**src/rtl/pulse_timer_bank.sv**
```systemverilog
// Bank of independent pulse timers: each channel counts its programmed period and
// emits a one-cycle flag at terminal count, either periodically or once.
//
// state  | meaning
// IDLE   | stopped, counter held at 0, waits for ch_en
// RUN    | counting, flag on terminal count
// DONE   | one-shot finished, waits for ch_en low before re-arm
module pulse_timer_bank #(
  parameter int          N_CH       = 4,
  parameter int          CNT_W      = 32,
  parameter int unsigned DEF_PERIOD = 50000000
) (
  input  logic             sys_clk,
  input  logic             rst,
  input  logic [N_CH-1:0]  ch_en,
  input  logic [N_CH-1:0]  ch_clr,
  input  logic             cfg_we,
  input  logic [3:0]       cfg_sel,
  input  logic [CNT_W-1:0] cfg_period,
  input  logic             cfg_oneshot,
  output logic [N_CH-1:0]  flag,
  output logic [N_CH-1:0]  busy,
  output logic             cfg_err
);

  localparam logic [1:0] S_IDLE = 2'd0;
  localparam logic [1:0] S_RUN  = 2'd1;
  localparam logic [1:0] S_DONE = 2'd2;

  logic cfg_ok;
  assign cfg_ok = (cfg_period != '0) && ({1'b0, cfg_sel} < 5'(N_CH));

  always_ff @(posedge sys_clk or posedge rst) begin
    if (rst) cfg_err <= 1'b0;
    else     cfg_err <= cfg_we && !cfg_ok;
  end

  for (genvar i = 0; i < N_CH; i++) begin : g_ch
    logic [1:0]       state;
    logic [CNT_W-1:0] cnt;
    logic [CNT_W-1:0] period;
    logic             oneshot;
    logic             flag_r;
    logic             wr_hit;
    logic             tc;

    assign wr_hit  = cfg_we && cfg_ok && (cfg_sel == 4'(i));
    assign tc      = (cnt == period - 1'b1);
    assign flag[i] = flag_r;
    assign busy[i] = (state == S_RUN);

    always_ff @(posedge sys_clk or posedge rst) begin
      if (rst) begin
        state   <= S_IDLE;
        cnt     <= '0;
        period  <= CNT_W'(DEF_PERIOD);
        oneshot <= 1'b0;
        flag_r  <= 1'b0;
      end else begin
        flag_r <= 1'b0;
        if (wr_hit) begin
          period  <= cfg_period;
          oneshot <= cfg_oneshot;
        end
        // clear beats a write, which beats the normal count; a write still stores its config
        if (ch_clr[i]) begin
          state <= S_IDLE;
          cnt   <= '0;
        end else if (wr_hit) begin
          cnt <= '0;
        end else begin
          case (state)
            S_IDLE: begin
              cnt <= '0;
              if (ch_en[i]) state <= S_RUN;
            end
            S_RUN: begin
              if (!ch_en[i]) begin
                state <= S_IDLE;
                cnt   <= '0;
              end else if (tc) begin
                cnt    <= '0;
                flag_r <= 1'b1;
                if (oneshot) state <= S_DONE;
              end else begin
                cnt <= cnt + 1'b1;
              end
            end
            S_DONE: begin
              cnt <= '0;
              if (!ch_en[i]) state <= S_IDLE;
            end
            default: begin
              state <= S_IDLE;
              cnt   <= '0;
            end
          endcase
        end
      end
    end
  end

endmodule

```
**config.mk**
```make
export PLATFORM = sky130hd
export DESIGN_NAME = pulse_timer_bank
export DESIGN_NICKNAME = d
export VERILOG_FILES = /design/src/rtl/pulse_timer_bank.sv
export SDC_FILE = /design/constraint.sdc
export NUM_CORES = 1
export LEC_CHECK = 0
export CORE_MARGIN = 10
export CORE_UTILIZATION = 30
export CTS_BUF_LIST = sky130_fd_sc_hd__clkbuf_2
export CTS_CLUSTER_SIZE = 30
export DETAILED_ROUTE_END_ITERATION = 6
export GPL_ROUTABILITY_DRIVEN = 0
export GPL_TIMING_DRIVEN = 0
export PLACE_DENSITY = 0.54
export REMOVE_ABC_BUFFERS = 1
export SETUP_SLACK_MARGIN = 0.5
export SYNTH_ARGS = -nofsm -noshare
export SYNTH_HDL_FRONTEND = slang
export SYNTH_SLANG_ARGS = --single-unit
export TNS_END_PERCENT = 20
```
**constraint.sdc**
```tcl
create_clock -name sys_clk -period 17.5 [get_ports sys_clk]
set_input_delay 4.375 -clock sys_clk [delete_from_list [all_inputs] [get_ports sys_clk]]
set_output_delay 4.375 -clock sys_clk [all_outputs]
set_load 0.01 [all_outputs]
```
== After elaboration in Yosys (flattened, before gate mapping) ==
Cells that the tools add are included.
Word-level totals
  register bits after elaboration: 273
  output and inout bits: 9
  logic and storage cells: 155
Operators by class
  add/sub/neg operators: 8
  $lt $le $gt $ge: 1
  equal/unequal tests: 35
  multiplexer cells: 72
  reductions and logical operators: 18
Operators by type and width (number)
  $mux W32: 20
  $add A32 B1 Y32 const B: 4
  $eq A32 B32 Y1: 4
  $sub A32 B1 Y32 const B: 4
  $mux W2: 28
  $ne A4 B3 Y1 const B: 8
  $reduce_bool A32 Y1: 1
  $ne A3 B3 Y1 const B: 8
  $pmux W2 S3: 4
  $mux W1: 20
  $reduce_and A5 Y1: 4
  $eq A2 B1 Y1 const B: 4
  $eq A2 B2 Y1 const B: 4
  $eq A4 B2 Y1 const B: 2
  $logic_not A2 Y1: 4
  $ne A2 B2 Y1 const B: 4
  $logic_and A1 B1 Y1: 7
  $eq A4 B1 Y1 const B: 1
  $logic_not A4 Y1: 1
  $lt A4 B3 Y1 const B: 1
  $logic_not A1 Y1: 1

== Longest topological paths before layout ==
Gate-level depths: netlist (run 1).
  word-level depth: 7
  gate-level depth with buffers: 13
  gate-level depth less buffers: 10

== Worst setup path before layout (run 1) ==
OpenSTA, ideal clock, no wires.
  path kind: in2reg
  start: in cfg_period[0]
  end: reg g_ch[1].period[10]
  library setup time: 0.125 ns
  arrival time: 6.174 ns
  required time: 17.375 ns
  setup slack: 11.201 ns
  cell stages on the path: 7
  cell sequence: nor4_1 > nand4_1 > o211ai_1 > or3_1 > clkbuf_1 > buf_1 > mux2_2
On the way
  word-level cells in the longest chain between the ends: 4
RTL lines
  start: declaration: line 19  | input logic [CNT_W-1:0] cfg_period,
  $reduce_bool A32 Y1: line 31  | assign cfg_ok = (cfg_period != '0) && ({1'b0, cfg_sel} < 5'(N_CH));
  $logic_and A1 B1 Y1: line 31
  $logic_and A1 B1 Y1 (2 in a row): line 47  | assign wr_hit = cfg_we && cfg_ok && (cfg_sel == 4'(i));
  end signal: assignment: line 56  | period <= CNT_W'(DEF_PERIOD);
  end signal: assignment: line 62  | period <= cfg_period;
  end: declaration: line 41  | logic [CNT_W-1:0] period;
Every way passes these cells.
A chain may end at the register's enable or synchronous reset.

== Final worst setup path (run 1) ==
  start: in cfg_period[24]
  end: reg g_ch[3].cnt[20]
On the way
  word-level cells in the longest chain between the ends: 6
RTL lines
  $reduce_bool A32 Y1: line 31
  $logic_and A1 B1 Y1: line 31
  $logic_and A1 B1 Y1 (2 in a row): line 47
  $mux W32: line 69  | end else if (wr_hit) begin
  $mux W32: line 66  | if (ch_clr[i]) begin
  end signal: assignment: line 86  | cnt <= cnt + 1'b1;
  end: declaration: line 40  | logic [CNT_W-1:0] cnt;
Every way passes these cells.

==> results.txt, run 1 <==
Status: completed
Finish-stage setup viols: 0
Startpoint Class: input port
Most common cell after layout, fill and taps aside: dfrtp_1
Num ports: 57
Most frequent cells in the layout: dfrtp_1, xnor2_1, nor3_1
CP endpoint kind: flip-flop
VDD IR max: 0.0639 mV
Critical Path Fanout Max: 38
Wirelength per Cell: 17.6 um
Final Hold Viols: 0
Ys flop type: dfrtp_1
Synth Instances: 1749
Final Critical Period: 7.37 ns
Number of port buffers: 56
Nets: 1870
Simple-gate portion of the synthesized area: 0.255
Power per cell area: 93.5 nW/um^2
WL final: 46300 um
Type of the most critical hold path: reg2reg
Slew @ Worst Pin: 1.25 ns
Die area: 66400 sq um
Initial Util: 0.302
Grt met3 use: 0.0376
H-tree Lvls: 3
Cts bufs inserted: 73
Layout cells sized above 1: 0.189
Beginning of the critical path: cfg_period[24]
Placed cell areas: 18400 sq um
First-pass GRT wire length: 74300 um
Maximum root-to-sink buffer count: 3
TNS Setup: 0 ns
Vias in the first global route: 13700
Largest family of logic cells by synthesized area: simple AND/OR/NAND/NOR gates
Syn Std Cell Area: 16900 sq um
CORE AREA: 56200 sq um
# hold bufs at CTS: 0
Design area: 19100 sq um
Grt ovf: 0
Slew HR: 0.157
Post-cts resize count: 0
Clk_lat worst skew: 1.00 ns
CTS Sinks: 273
Syn-to-layout area delta: 12.7%
FF-to-FF Start: g_ch[2].period[0]$_DFFE_PP0P_
Leak: 0.00715 uW
Final Hold Slack: 0.512 ns
Post-synthesis mux area share: 0.0860
Worst Skew: 0.0571 ns
Setup Slack @ Placement: 9.24 ns
RSZ-0062 raised after global routing: false
Ys Warns: 0
Worst-path clk slew: 0.09 ns
Synth unique cells: 87
Adder-Cell Fraction of Synth Area: 0.00591
Routed Antenna Nets: 0
Die height: 258 um
Sequential element share of the synthesized area: 0.407
Post-synth ARST share: 1.00
Post-detail-place hpwl: 33500 um
Largest net degree at the start of global routing: 130
DR pass1 iterations: 7
Final Cycle Share: 0.421
Hold path startpoint: g_ch[1].oneshot$_DFFE_PP0P_
Via count: 13900
GRT Total Usage: 0.137
Initial DRC count: 855
Initial antenna violation count: 2
Avg Synthesized Cell Area: 9.68 sq um
CP Class: in2reg
Residual DRC: 0
Worst EP required: 18.33 ns
Slew Limit Fails: 0
XOR/XNOR share of the synthesized area: 0.146
TritonCTS clock tree: done
Vias per inst: 5.26
Compound-cell area share of the yosys netlist: 0.0752
Number of synthesized register bits: 273
M1 GR Usage: 0.187
Final worst slack: 10.13 ns
CP arrival: 8.21 ns
CTS Root Cell: clkbuf_2
FP Rows: 87
Max_cap viols: 0
Number of synthesized flops with an enable pin: 0
Die span in x: 258 um
Fmax: 136 MHz
GR peak layer: met2
Post-CTS setup buffer count: 0
GR met2 Demand/Resource: 0.207
==> registers in the layout, summed over array words and instances (netlist names) <==
signal	cells
g_ch.oneshot	4
g_ch.flag_r	4
cfg_err	1
g_ch.cnt	128
g_ch.period	128
g_ch.state	8
==> path summary, 6_finish.rpt <==
| path | to | slack (ns) | cells past startpoint |
|---|---|---|---|
| max reg2reg | g_ch[2].cnt[28]$_DFF_PP0_ | 12.93 | 10 |
| min | g_ch[1].state[0]$_DFFE_PP0P_ | 0.51 | 1 |
| min reg2reg | g_ch[1].state[0]$_DFFE_PP0P_ | 0.51 | 1 |
| min in group asynchronous | g_ch[1].cnt[16]$_DFF_PP0_ | 3.79 | 2 |
| max in group asynchronous | g_ch[2].state[0]$_DFFE_PP0P_ | 12.69 | 3 |
| max | g_ch[3].cnt[20]$_DFF_PP0_ | 10.13 | 7 |
==> metrics by stage <==
stage / instances / utilization / total power, uW
after floorplan: 1672 / - / 1150
after global placement: 2484 / 0.323 / 1270
after detailed placement: 2495 / 0.327 / 1290
after CTS: 2629 / 0.340 / 1810
after global routing: 2630 / 0.340 / 1900
final: 2633 / 0.340 / 1780
==> layer usage <==
layer | part of all wire | up-vias
met2 | 0.43 | 398
met4 | 0.021 | 0
li1 | - | 6573
met3 | 0.069 | 92
met5 | 0 | -
met1 | 0.48 | 6790
==> where the power goes <==
| part | leakage [uW] | internal (uW) | switching (uW) |
|---|---|---|---|
| clock network | 0.000563 | 219 | 282 |
| logic | 0.00309 | 209 | 234 |
| registers | 0.00350 | 723 | 118 |
==> critical path, cell delays in order <==
cell and delay (ns):
clkdlybuf4s50_1 0.67, nor4_1 0.44, nand4_1 0.16, o211ai_1 0.41, or3_2 0.77, nand2_1 0.92, nor3b_1 0.41
==> synth_stat cells, drive strengths merged (4+ instances only) <==
cell type | n | area (sq um)
ha | 8 | 100
a211oi | 13 | 103
a32o | 4 | 40.0
o31a | 9 | 78.8
nor4 | 63 | 485
clkbuf | 53 | 199
o21ai | 32 | 160
mux2 | 124 | 1400
and3b | 4 | 35.0
a41oi | 4 | 35.0
nand4b | 8 | 70.1
dfstp | 48 | 1260
a31oi | 5 | 31.3
a2111oi | 7 | 61.3
nand4 | 38 | 238
nor3b | 16 | 130
nand3 | 85 | 425
nand3b | 7 | 52.6
a211o | 5 | 43.8
nand2b | 14 | 87.6
and2 | 11 | 70.1
nand2 | 101 | 389
and3 | 30 | 189
a311oi | 6 | 52.6
or3 | 25 | 156
nor4b | 9 | 85.1
inv | 28 | 105
mux2i | 6 | 60.1
or4 | 28 | 214
nor3 | 146 | 736
o211ai | 9 | 67.6
xor2 | 130 | 1140
nor2b | 13 | 81.3
buf | 24 | 128
xnor2 | 149 | 1310
a21oi | 25 | 125
or4b | 6 | 60.1
o311ai | 4 | 35.0
o31ai | 11 | 82.6
and4 | 13 | 114
o2111ai | 5 | 43.8
dfrtp | 225 | 5630
nor2 | 137 | 514
or2 | 14 | 87.6
==> kinds of logic (layout without fill, tap and decap cells) <==
logic type,Yosys count,in the layout
multiplexers,130,130
AO/OA/AOI/OAI,175,175
adder cells (fa/ha/maj),8,8
other,0,4
buffers and inverters,105,229
AND/OR/NAND/NOR,778,778
XOR/XNOR,280,280
flip-flops,273,273
==> final cells by class <==
cell class | count | area [sq um]
inverter | 28 | 113
clock inverter | 17 | 145
timing repair buffer | 67 | 746
fill | 5890 | 37100
antenna | 4 | 10.0
multi-input combinational | 1371 | 9660
clock buffer | 117 | 586
tap | 756 | 946
sequential | 273 | 6890
Power figures use the tool's default switching activity.
==> inputs of run 2 (changes only) <==
--- a/config.mk
+++ b/config.mk
@@ -12,7 +12,7 @@
 export DETAILED_ROUTE_END_ITERATION = 6
 export GPL_ROUTABILITY_DRIVEN = 0
 export GPL_TIMING_DRIVEN = 0
-export PLACE_DENSITY = 0.54
+export PLACE_DENSITY = 0.55
 export REMOVE_ABC_BUFFERS = 1
 export SETUP_SLACK_MARGIN = 0.5
 export SYNTH_ARGS = -nofsm -noshare
==> constraint.sdc (replaced) <==
create_clock -name sys_clk -period 6.1 [get_ports sys_clk]
set_input_delay 1.525 -clock sys_clk [delete_from_list [all_inputs] [get_ports sys_clk]]
set_output_delay 1.525 -clock sys_clk [all_outputs]
set_load 0.01 [all_outputs]
==> run 2 against run 1 <==
  * The flow now finishes with violations (DRC)
  * Clock skew is 0.013 ns higher
  * Sequential power grew to 2.9 times the previous value
  * Sequential share of layout area is essentially flat
  * Wire length down 0.57%
  * Cell area decreased by 0.10%
  * Critical path depth increased by 3
  * Global-route usage about the same
  * Sequential cell count stayed put
  * Combinational power rose to 2.9 times the previous value
  * Critical path type is now reg2reg
==> results.txt, run 2 (synthesis results as in run 1) <==
Max_cap viols: 0
Status: finished, violations left
Routed Antenna Nets: 0
GRT Total Usage: 0.136
# hold bufs at CTS: 0
Syn-to-layout area delta: 12.6%
Clk_lat worst skew: 0.97 ns
Grt met3 use: 0.0427
WL final: 46100 um
GR peak layer: met2
Die height: 258 um
CP endpoint kind: flip-flop
Type of the most critical hold path: reg2reg
Finish-stage setup viols: 0
RSZ-0062 raised after global routing: false
Fmax: 217 MHz
Grt ovf: 0
DR pass1 iterations: 7
Worst-path clk slew: 0.10 ns
Final Hold Slack: 0.515 ns
Critical Path Fanout Max: 32
Via count: 13800
Maximum root-to-sink buffer count: 3
Residual DRC: 2
First-pass GRT wire length: 74200 um
Num ports: 57
Post-detail-place hpwl: 33500 um
CTS Sinks: 273
Die area: 66400 sq um
Most common cell after layout, fill and taps aside: dfrtp_1
Util after Layout: 0.340
Slew @ Worst Pin: 1.34 ns
Int Power: 3210 uW
FF-to-FF Start: g_ch[2].period[0]$_DFFE_PP0P_
Post-cts resize count: 0
Most frequent cells in the layout: dfrtp_1, xnor2_1, nor3_1
CP Class: reg2reg
Slew Limit Fails: 0
Reg2Reg Depth: 10
Final Cycle Share: 0.755
M1 GR Usage: 0.185
Wirelength per Cell: 17.5 um
Slew HR: 0.102
Power per cell area: 264 nW/um^2
Largest net degree at the start of global routing: 130
Dpl cells: 2498
Number of port buffers: 56
CTS Root Cell: clkbuf_2
Vias per inst: 5.23
Fin cells: 2634
FP Rows: 87
Part of the power in registers: 0.480
Nets: 1873
TNS Setup: 0 ns
Regs by FF count: g_ch.cnt: 128 flops, g_ch.period: 128 flops, g_ch.state: 8 flops
Hold Path Cell Cnt: 1
Die span in x: 258 um
Endpoint, Worst Hold: g_ch[2].state[1]$_DFFE_PP0P_
Initial DRC count: 875
CORE AREA: 56200 sq um
Setup Slack @ Placement: 0.851 ns
Leak: 0.00714 uW
GR met2 Demand/Resource: 0.206
Beginning of the critical path: g_ch[2].period[0]$_DFFE_PP0P_
CP arrival: 5.37 ns
Worst Skew: 0.0704 ns
Initial Util: 0.302
Final worst slack: 1.49 ns
Final Hold Viols: 0
Hold path startpoint: g_ch[2].oneshot$_DFFE_PP0P_
Worst EP required: 6.87 ns
Final Critical Period: 4.61 ns
Psw: 1820 uW
Clock power share: 0.268
Post-CTS setup buffer count: 0
Initial antenna violation count: 5
Layout cells sized above 1: 0.187
Failing checks: DRC
TritonCTS clock tree: done
Sw frac: 0.361
VDD IR max: 0.153 mV
Cts bufs inserted: 73
Reg-to-reg slack, setup: 1.49 ns
Comb power frac: 0.252
H-tree Lvls: 3
RR Endpoint: g_ch[2].cnt[21]$_DFF_PP0_
Vias in the first global route: 13600
Startpoint Class: flip-flop
-- run 2: cell count changes in the layout (fill, tap and decap cells not counted), moves of 2 or more --
cell,before,now
clkinv_1,9,13
bufinv_16,3,1
clkbuf_2,117,115
diode_2,4,2
-- run 2: critical path, cell delays in order, from the launching register on --
cell,delay [ns]
dfrtp_1,0.44
inv_1,0.10
ha_1,0.20
nor3b_1,0.88
nand3_1,0.44
or4_1,0.57
a221oi_1,0.30
nand4_1,0.16
nor4_1,0.59
a21bo_2,0.64
nor2_1,0.11
-- run 2: stage by stage --
step | area (sq um) | total power, uW
after floorplan | 16600 | 3300
after global placement | 18100 | 3640
after detailed placement | 18400 | 3690
after CTS | 19100 | 5090
after global routing | 19100 | 5370
final | 19100 | 5030
-- run 2: worst max path at each step --
stage                     depth (start not counted)                         to  slack, ns
final                                            10  g_ch[2].cnt[21]$_DFF_PP0_       1.49
after global placement                            2   g_ch[2].flag_r$_DFF_PP0_      -6.28
after floorplan                                   1          cfg_err$_DFF_PP0_      -2.87
after CTS                                        10  g_ch[2].cnt[21]$_DFF_PP0_       1.68
after detailed placement                          8   g_ch[3].cnt[1]$_DFF_PP0_       0.85
after global routing                             10   g_ch[2].cnt[7]$_DFF_PP0_       1.17
-- run 2: layout make-up --
cell class	instances	area, sq um
clock buffers	115	576
diodes	2	5.00
repair buffers	70	792
clock inverters	19	100
fillers	5907	37100
well taps	756	946
flip-flops and latches	273	6890
multi-input cells	1371	9650
inverters	28	113
-- run 2: power by group through the flow --
stage	clock network [uW]	registers (uW)	logic [uW]
after floorplan	0	2330	968
after global placement	0	2440	1210
after detailed placement	0	2440	1250
after CTS	1420	2410	1260
after global routing	1510	2460	1400
final	1350	2410	1270
-- run 2: routing by layer --
metal | routed length, um | share of wire
met1 | 21600 | 0.47
met2 | 19900 | 0.43
met3 | 3670 | 0.080
met4 | 858 | 0.019
met5 | 0 | 0
